### src/rtl/nbit_alu.sv
// Registered N-bit ALU: eight operations selected by Mode,
// with carry/borrow/shift-out captured alongside the result.
module nbit_alu #(
    parameter int N = 4
) (
    input  logic         clk,
    input  logic         rst,
    input  logic [N-1:0] A,
    input  logic [N-1:0] B,
    input  logic         C_in,
    input  logic [2:0]   Mode,
    output logic [N-1:0] Result,
    output logic         C_out
);

    localparam logic [2:0] OP_ADD = 3'b000;
    localparam logic [2:0] OP_SUB = 3'b001;
    localparam logic [2:0] OP_AND = 3'b010;
    localparam logic [2:0] OP_OR  = 3'b011;
    localparam logic [2:0] OP_XOR = 3'b100;
    localparam logic [2:0] OP_NOT = 3'b101;
    localparam logic [2:0] OP_SHL = 3'b110;
    localparam logic [2:0] OP_SHR = 3'b111;

    logic [N:0] a_x;
    logic [N:0] b_x;
    logic [N:0] c_x;
    logic [N:0] alu_d;
    logic [N:0] alu_q;

    assign a_x = {1'b0, A};
    assign b_x = {1'b0, B};
    assign c_x = {{N{1'b0}}, C_in};

    // Bit N carries the carry, borrow (wrap of the N+1 bit difference),
    // or the bit shifted out; logic ops leave it clear.
    always_comb begin
        alu_d = '0;
        unique case (Mode)
            OP_ADD: alu_d = a_x + b_x + c_x;
            OP_SUB: alu_d = a_x - b_x - c_x;
            OP_AND: alu_d = {1'b0, A & B};
            OP_OR:  alu_d = {1'b0, A | B};
            OP_XOR: alu_d = {1'b0, A ^ B};
            OP_NOT: alu_d = {1'b0, ~A};
            OP_SHL: alu_d = {A, C_in};
            OP_SHR: alu_d = {A[0], C_in, A[N-1:1]};
            default: alu_d = '0;
        endcase
    end

    always_ff @(posedge clk) begin
        if (rst) begin
            alu_q <= '0;
        end else begin
            alu_q <= alu_d;
        end
    end

    assign Result = alu_q[N-1:0];
    assign C_out  = alu_q[N];

endmodule

### config.mk
export PLATFORM = sky130hd
export DESIGN_NAME = nbit_alu
export DESIGN_NICKNAME = d
export VERILOG_FILES = /design/src/rtl/nbit_alu.sv
export SDC_FILE = /design/constraint.sdc
export NUM_CORES = 1
export LEC_CHECK = 0
export BUFFER_PORTS_ARGS = -buffer_cell sky130_fd_sc_hd__buf_4
export CAP_MARGIN = 20
export CORE_UTILIZATION = 40
export CTS_CLUSTER_SIZE = 25
export DETAILED_ROUTE_END_ITERATION = 8
export GPL_ROUTABILITY_DRIVEN = 0
export PLACE_DENSITY_LB_ADDON = 0.1
export SYNTH_ARGS = -nofsm -noshare
export SYNTH_HDL_FRONTEND = slang
export SYNTH_SLANG_ARGS = --single-unit
### constraint.sdc
create_clock -name clk -period 5.1 [get_ports clk]
set_input_delay 1.02 -clock clk [delete_from_list [all_inputs] [get_ports clk]]
set_output_delay 1.02 -clock clk [all_outputs]
set_load 0.05 [all_outputs]
=== Yosys cells after proc, flatten, opt, wreduce, memory -nomap -nowiden ===
Cells that the tools add are included.

* Output and inout bits: 5
* Logic and storage cells: 18
* Bits in registers: 5

* Add/subtract/negate cells: 4
* Bitwise gates (word level): 4
* Eq/ne operators: 7
* Reduce and logical (&&, ||, !) cells: 1
* Muxes and demuxes: 1

{| class="wikitable"
|+ Operator list
! operator !! count
|-
| $pmux 5 s8 || 1
|-
| $eq 3x3->1 const B || 4
|-
| $eq 3x2->1 const B || 2
|-
| $add 4x4->5 || 1
|-
| $add 5x1->5 || 1
|-
| $sub 4x4->5 || 1
|-
| $sub 5x1->5 || 1
|-
| $and 4x4->4 || 1
|-
| $not 4->4 || 1
|-
| $or 4x4->4 || 1
|-
| $xor 4x4->4 || 1
|-
| $eq 3x1->1 const B || 1
|-
| $logic_not 3->1 || 1
|}

=== Longest topological paths before layout ===
Gate-level depths: netlist (run 1).

* Depth after elaboration: 3
* Mapped depth: 8

=== Worst setup path after synthesis (run 1) ===
OpenSTA, ideal clock, no wires.

* Path type: input to register
* Start point: input A[0]
* End point: register alu_q[3]
* Data arrival time: 2.457 ns
* Data required time: 4.964 ns
* Stages: 8
* Setup time: 0.136 ns
* Slack: 2.507 ns
* Cell sequence: inv_1 > fa_1 > inv_1 > ha_1 > a211oi_1 > nor4_1 > a311oi_1 > a221oi_1

* Cells in the longest elaborated chain, start to end: 3

{| class="wikitable"
|+ RTL lines
! element !! line !! source
|-
| start, declared || 8 || <nowiki>input logic [N-1:0] A,</nowiki>
|-
| $sub 4x4->5 / $add 4x4->5 (equally long branches) || 41, 40 ||
|-
| $sub 5x1->5 / $add 5x1->5 (equally long branches) || 41, 40 ||
|-
| $pmux 5 s8 * || 39 || <nowiki>unique case (Mode)</nowiki>
|-
| end signal, assigned || 56 || <nowiki>alu_q <= alu_d;</nowiki>
|-
| end, declared || 29 || <nowiki>logic [N:0] alu_q;</nowiki>
|}

Every way passes the cells marked *; elsewhere a longest branch is shown, timed or not.
A chain may end at the register's enable or synchronous reset.

=== Worst setup path after layout (run 1) ===
Ends and elaborated chain as after synthesis.

==> results.toml, run 1 <==
[floorplan]
fp.coreArea_mm2 = 0.00198
die-height_um = 48.3
die-area_mm2 = 0.00233
std_cell_rows = 16
dieWidth_um = 48.3
io_pins = 19
start_util = 0.432

[sta]
maxSlewViolCount = 0
report.final.setup_viol = 0
post-route-min-period_ns = 2.70
final_hold_viol_count = 0
finalSetupTns_ns = 0
maxClockFrequency_mhz = 370
rsz0062_at_grt = "no"
layout_worst_path_cycle_share = 0.530
worst-slew-pin-transition_ns = 0.387
slew_headroom = 0.740

[cts]
cts-buffers-inserted = 3
cts.sink_count = 5
cts.clk_slew.worst_paths_ns = 0.05
clk_path_buf_depth = 2
postCtsHoldBufs = 0
post_cts.resized_instances = 0
setup_buffers_after_cts = 0
htreeDepth = 1
clock-root-buffer = "clkbuf_4"
cts_tree = "built"

[setup_path]
worst_ep_required_time_ns = 5.22
critical_path.most_common_cell = "inv_1"
cp_num_buf_inv = 3
timing.critical_path.fanout_max = 5
worstSetupPathType = "primary input to flop"
crit_path_end_kind = "flop"
cpLargestDelayFamily = "compound AO/OA/AOI/OAI gates"
critical-path-slowest-cell = "fa_1"
setup.worst_path.start_class = "primary input"
critical_path.max_stage_delay_ns = 0.47
worstPathArrival_ns = 2.83
path_cells = "buf_4 -> inv_1 -> fa_1 -> inv_1 -> ha_1 -> a211oi_1 -> nor4_1 -> a311oi_1 -> a221oi_1"

[global_routing]
grt_first_pass_wirelength_um = 3130
antenna_found_initial = 0
grt_usage = 0.197
grt_start_max_net_pins = 21
globalRoute.totalOverflow = 0
grt_pass1_vias = 752

[power_and_ir_drop]
power.static_leakage_nw = 0.473
vdd_drop_max_mv = 0.0788
power.density_cell_area_mw_per_mm2 = 183
fin_total_pwr_mw = 0.182

[synth]
yosys.area.top_type_share = 0.175
yosys.area.top_type = "ha_1"
netlist_top_cells_area = "ha_1 18%, dfxtp_1 12%, fa_1 12%"
synthesis.instances = 107
total_standard_cell_area_after_synthesis_um2 = 856
synth.lib_cells_used.distinct = 35
synth_nets = 138
synthesis.area_per_instance_um2 = 8.00
ys_seq_elements = 5
yosysWarnings = 0
synth_seq_area_share = 0.117

[placement]
dp_hpwl_um = 1580
io_buffer_count = 18

[route]
total_wirelength_um = 2010
post-route-drc-count = 0
dr.first_iter.drc_count = 16
drt_pre_antenna_iters = 4
drt.antenna.violating_nets = 0
wl_per_cell_um = 13.4
via_count = 802
detailed_route_vias_per_instance = 5.35

[outcome]
run_status = "completed"

[layout]
design.final.nets = 155
registers_with_the_most_flip_flops = "alu_q x5"
layout_cells_sized_above_1 = 0.179
post-route-util = 0.503
ant_diodes = 0
regMostFlops = "alu_q"
area.growth.synth_to_final_pct = 16.5
largest_register_ffs = 5

[flow_run]
timing.max_cap.violations = 0

[hold_path]
min_path_type = "primary input to flop"
[path summary, 6_finish.rpt]
| path | cells after the start | start | to |
|---|---|---|---|
| setup / recovery | 9 | A[0] | alu_q[3] |
| hold / removal | 2 | rst | alu_q[3] |
[routing by layer]
| metal | routed length [um] | GRT usage | vias up | part of all wire |
|---|---|---|---|---|
| li1 | - | - | 402 | - |
| met1 | 918 | 0.265 | 362 | 0.46 |
| met2 | 921 | 0.315 | 36 | 0.46 |
| met3 | 150 | 0.0333 | 2 | 0.075 |
| met4 | 14 | 0.0722 | 0 | 0.0070 |
| met5 | 0 | 0 | - | 0 |
[cells in the mapped netlist]
cell and n:
inv_1 15, ha_1 12, a21oi_1 9, nand2_1 7, o21ai_0 6, dfxtp_1 5
fa_1 5, nor2_1 5, nor2b_1 4, a311oi_1 3, buf_6 3, nor4_1 3
a21o_1 2, a31oi_1 2, a32oi_1 2, buf_4 2, nand2b_1 2, o21ai_1 2
xor2_1 2, a211oi_1 1, a211oi_2 1, a221oi_1 1, a22oi_1 1, a311o_1 1
and2_1 1, buf_2 1, mux2_1 1, mux2i_1 1, nand3_1 1, nand3b_1 1
nor3_1 1, o22ai_1 1, o31ai_1 1, or3_1 1, xnor2_1 1
[through the flow]
step / instance area, um^2 / hold slack, ns / worst slack, ns / cells
CTS: 997 / 0.978 / 2.42 / 150
detailed placement: 971 / 1.24 / 2.19 / 146
floorplan: 856 / 1.09 / 2.51 / 107
global route: 997 / 0.977 / 2.32 / 150
finish: 997 / 0.978 / 2.40 / 150
global placement: 971 / 1.24 / 2.29 / 146
[cells by family (layout without fill, tap and decap cells)]
family | Yosys count | in the layout | share of synthesized area
AOI/OAI and AO/OA | 33 | 33 | 0.253
and+or+nand+nor | 26 | 26 | 0.154
buffers and inverters | 21 | 37 | 0.129
adders and majority gates | 17 | 17 | 0.292
DFF | 5 | 5 | 0.117
xor gates and xnor gates | 3 | 3 | 0.0307
muxes | 2 | 2 | 0.0249
[cell usage in the layout (no fill, tap or decap), drive strengths merged, types with 2 or more instances in the layout]
cell and n:
nor4 3, xor2 2, buf 18, nor2b 4, a21o 2, ha 12
a31oi 2, a311oi 3, a32oi 2, a211oi 2, nand2 7, fa 5
a21oi 9, dfxtp 5, inv 15, o21ai 8, nand2b 2, nor2 5
clkbuf 4
[report_power, final]
group	internal [mW]	total (mW)	switching, mW
logic	0.0354	0.0896	0.0542
registers	0.0429	0.0438	0.000957
clock network	0.0298	0.0488	0.0191
total	0.108	0.182	0.0742
[layout make-up]
| class | count | area (um^2) |
|---|---|---|
| fillers | 207 | 985 |
| multi-input cells | 81 | 646 |
| repair buffers | 18 | 135 |
| flip-flops and latches | 5 | 100 |
| inverters | 15 | 56.3 |
| well taps | 27 | 33.8 |
| clock buffers | 4 | 26.3 |
(Power assumes the default switching activity.)
==> run 2, diff against run 1 <==
clock period = 2.4 ns   (was 5.1 ns; I/O delays follow)
==> run 2 against run 1 <==
Hold slack worse by 0.53 ns. Final cell count up 0.67%. Die area unchanged. Sequential share of layout area down 0.075 points. Wire length down 3.7%. Critical path depth unchanged. Clock-buffer cell count unchanged. Utilization up 0.38 points. Critical path type unchanged. Largest power group unchanged.
==> results.toml, run 2 (synthesis gave the netlist of run 1 again) <==
[layout]
area.growth.synth_to_final_pct = 17.4
register_area_um2 = 100
largest_register_ffs = 5
design.final.nets = 156
registers_with_the_most_flip_flops = "alu_q x5"
layout_cells_sized_above_1 = 0.185
num-fill-cells = 209
regMostFlops = "alu_q"
multiInputGateArea_um2 = 646
mostFrequentLayoutCell = "buf_4"
most-common-layout-cells = "19 x buf_4, 15 x inv_1, 12 x ha_1"
ant_diodes = 0
finish.cell_count_without_fillers = 151

[global_routing]
grt_usage = 0.209
grt_first_pass_wirelength_um = 3300
globalRoute.totalOverflow = 0
antenna_found_initial = 0
grt_pass1_vias = 711
grt_start_max_net_pins = 21

[setup_path]
timing.critical_path.fanout_max = 5
crit_path_end_kind = "flop"
setup.worst_path.start_class = "primary input"
worstPathArrival_ns = 2.11
worst_ep_required_time_ns = 2.51
worstSetupPathType = "primary input to flop"

[flow_run]
timing.max_cap.violations = 0

[power_and_ir_drop]
internal_power_mw = 0.230
power.share.clock = 0.253
switching_part_of_the_total = 0.394
power.static_leakage_nw = 0.478
fin_total_pwr_mw = 0.380
vdd_drop_max_mv = 0.177
p_switching_mw = 0.150
power.density_cell_area_mw_per_mm2 = 378
pwr-share-comb = 0.502
power_frac_seq = 0.245

[sta]
holdWs_ns = 0.453
rsz0062_at_grt = "no"
maxSlewViolCount = 0
slew_headroom = 0.774
post-route-min-period_ns = 2.01
layout_worst_path_cycle_share = 0.836
finalSetupTns_ns = 0
final_hold_viol_count = 0
maxClockFrequency_mhz = 498
report.final.setup_viol = 0
worst-slew-pin-transition_ns = 0.337

[route]
drt.antenna.violating_nets = 0
drt_pre_antenna_iters = 4
post-route-drc-count = 0
via_count = 779
total_wirelength_um = 1930
detailed_route_vias_per_instance = 5.16
wl_per_cell_um = 12.8
dr.first_iter.drc_count = 28

[cts]
clk_path_buf_depth = 2
cts.sink_count = 5
cts-buffers-inserted = 3
cts.clk_slew.worst_paths_ns = 0.04
setup_buffers_after_cts = 0
postCtsHoldBufs = 0
post_cts.resized_instances = 0
cts_tree = "built"
htreeDepth = 1
clock-root-buffer = "clkbuf_4"

[placement]
dpl_cells = 147
dp_hpwl_um = 1550
io_buffer_count = 18

[hold_path]
min_path_type = "primary input to flop"

[floorplan]
die-area_mm2 = 0.00233
fp.coreArea_mm2 = 0.00198
std_cell_rows = 16
start_util = 0.432
die-height_um = 48.3
io_pins = 19
dieWidth_um = 48.3

[outcome]
run_status = "completed"
## run 2: area by class of cell
cell class / count / area share
multi-input combinational: 81 / 0.643
inverter: 15 / 0.0560
timing repair buffer: 19 / 0.142
clock buffer: 4 / 0.0262
sequential: 5 / 0.0996
tap: 27 / 0.0336
## run 2: power by group through the flow
stage / Clock [mW] / Combinational (mW) / Sequential (mW)
final: 0.0962 / 0.191 / 0.0931
after global routing: 0.106 / 0.214 / 0.0943
after CTS: 0.100 / 0.192 / 0.0932
after detailed placement: 0 / 0.191 / 0.0946
after global placement: 0 / 0.191 / 0.0946
after floorplan: 0 / 0.107 / 0.122
## run 2: worst paths after layout
check	from	cells after the start	to	slack [ns]
max	A[0]	9	alu_q[3]	0.39
min	rst	2	alu_q[0]	0.45
## run 2: per-layer routing
layer,wire (um),track usage,vias to the layer above,part of all wire
li1,-,-,404,-
met1,983,0.324,349,0.51
met5,0,0,-,0
met4,14,0.0833,0,0.0073
met2,861,0.299,24,0.45
met3,71,0.0111,2,0.037
## run 2: stage by stage
step / area (um^2) / utilization / setup slack (ns)
3_3_place_gp: 978 / 0.494 / 0.175
3_5_place_dp: 978 / 0.494 / 0.148
6_report: 1000 / 0.507 / 0.393
5_1_grt: 1000 / 0.507 / 0.252
4_1_cts: 1000 / 0.507 / 0.399
2_1_floorplan: 856 / - / 0.347
## run 2: critical path: stages
cell	delay (ns)
buf_4	0.11
inv_1	0.07
fa_1	0.46
inv_1	0.07
ha_1	0.22
a211oi_1	0.29
nor4_1	0.07
a311oi_1	0.22
a221oi_1	0.13
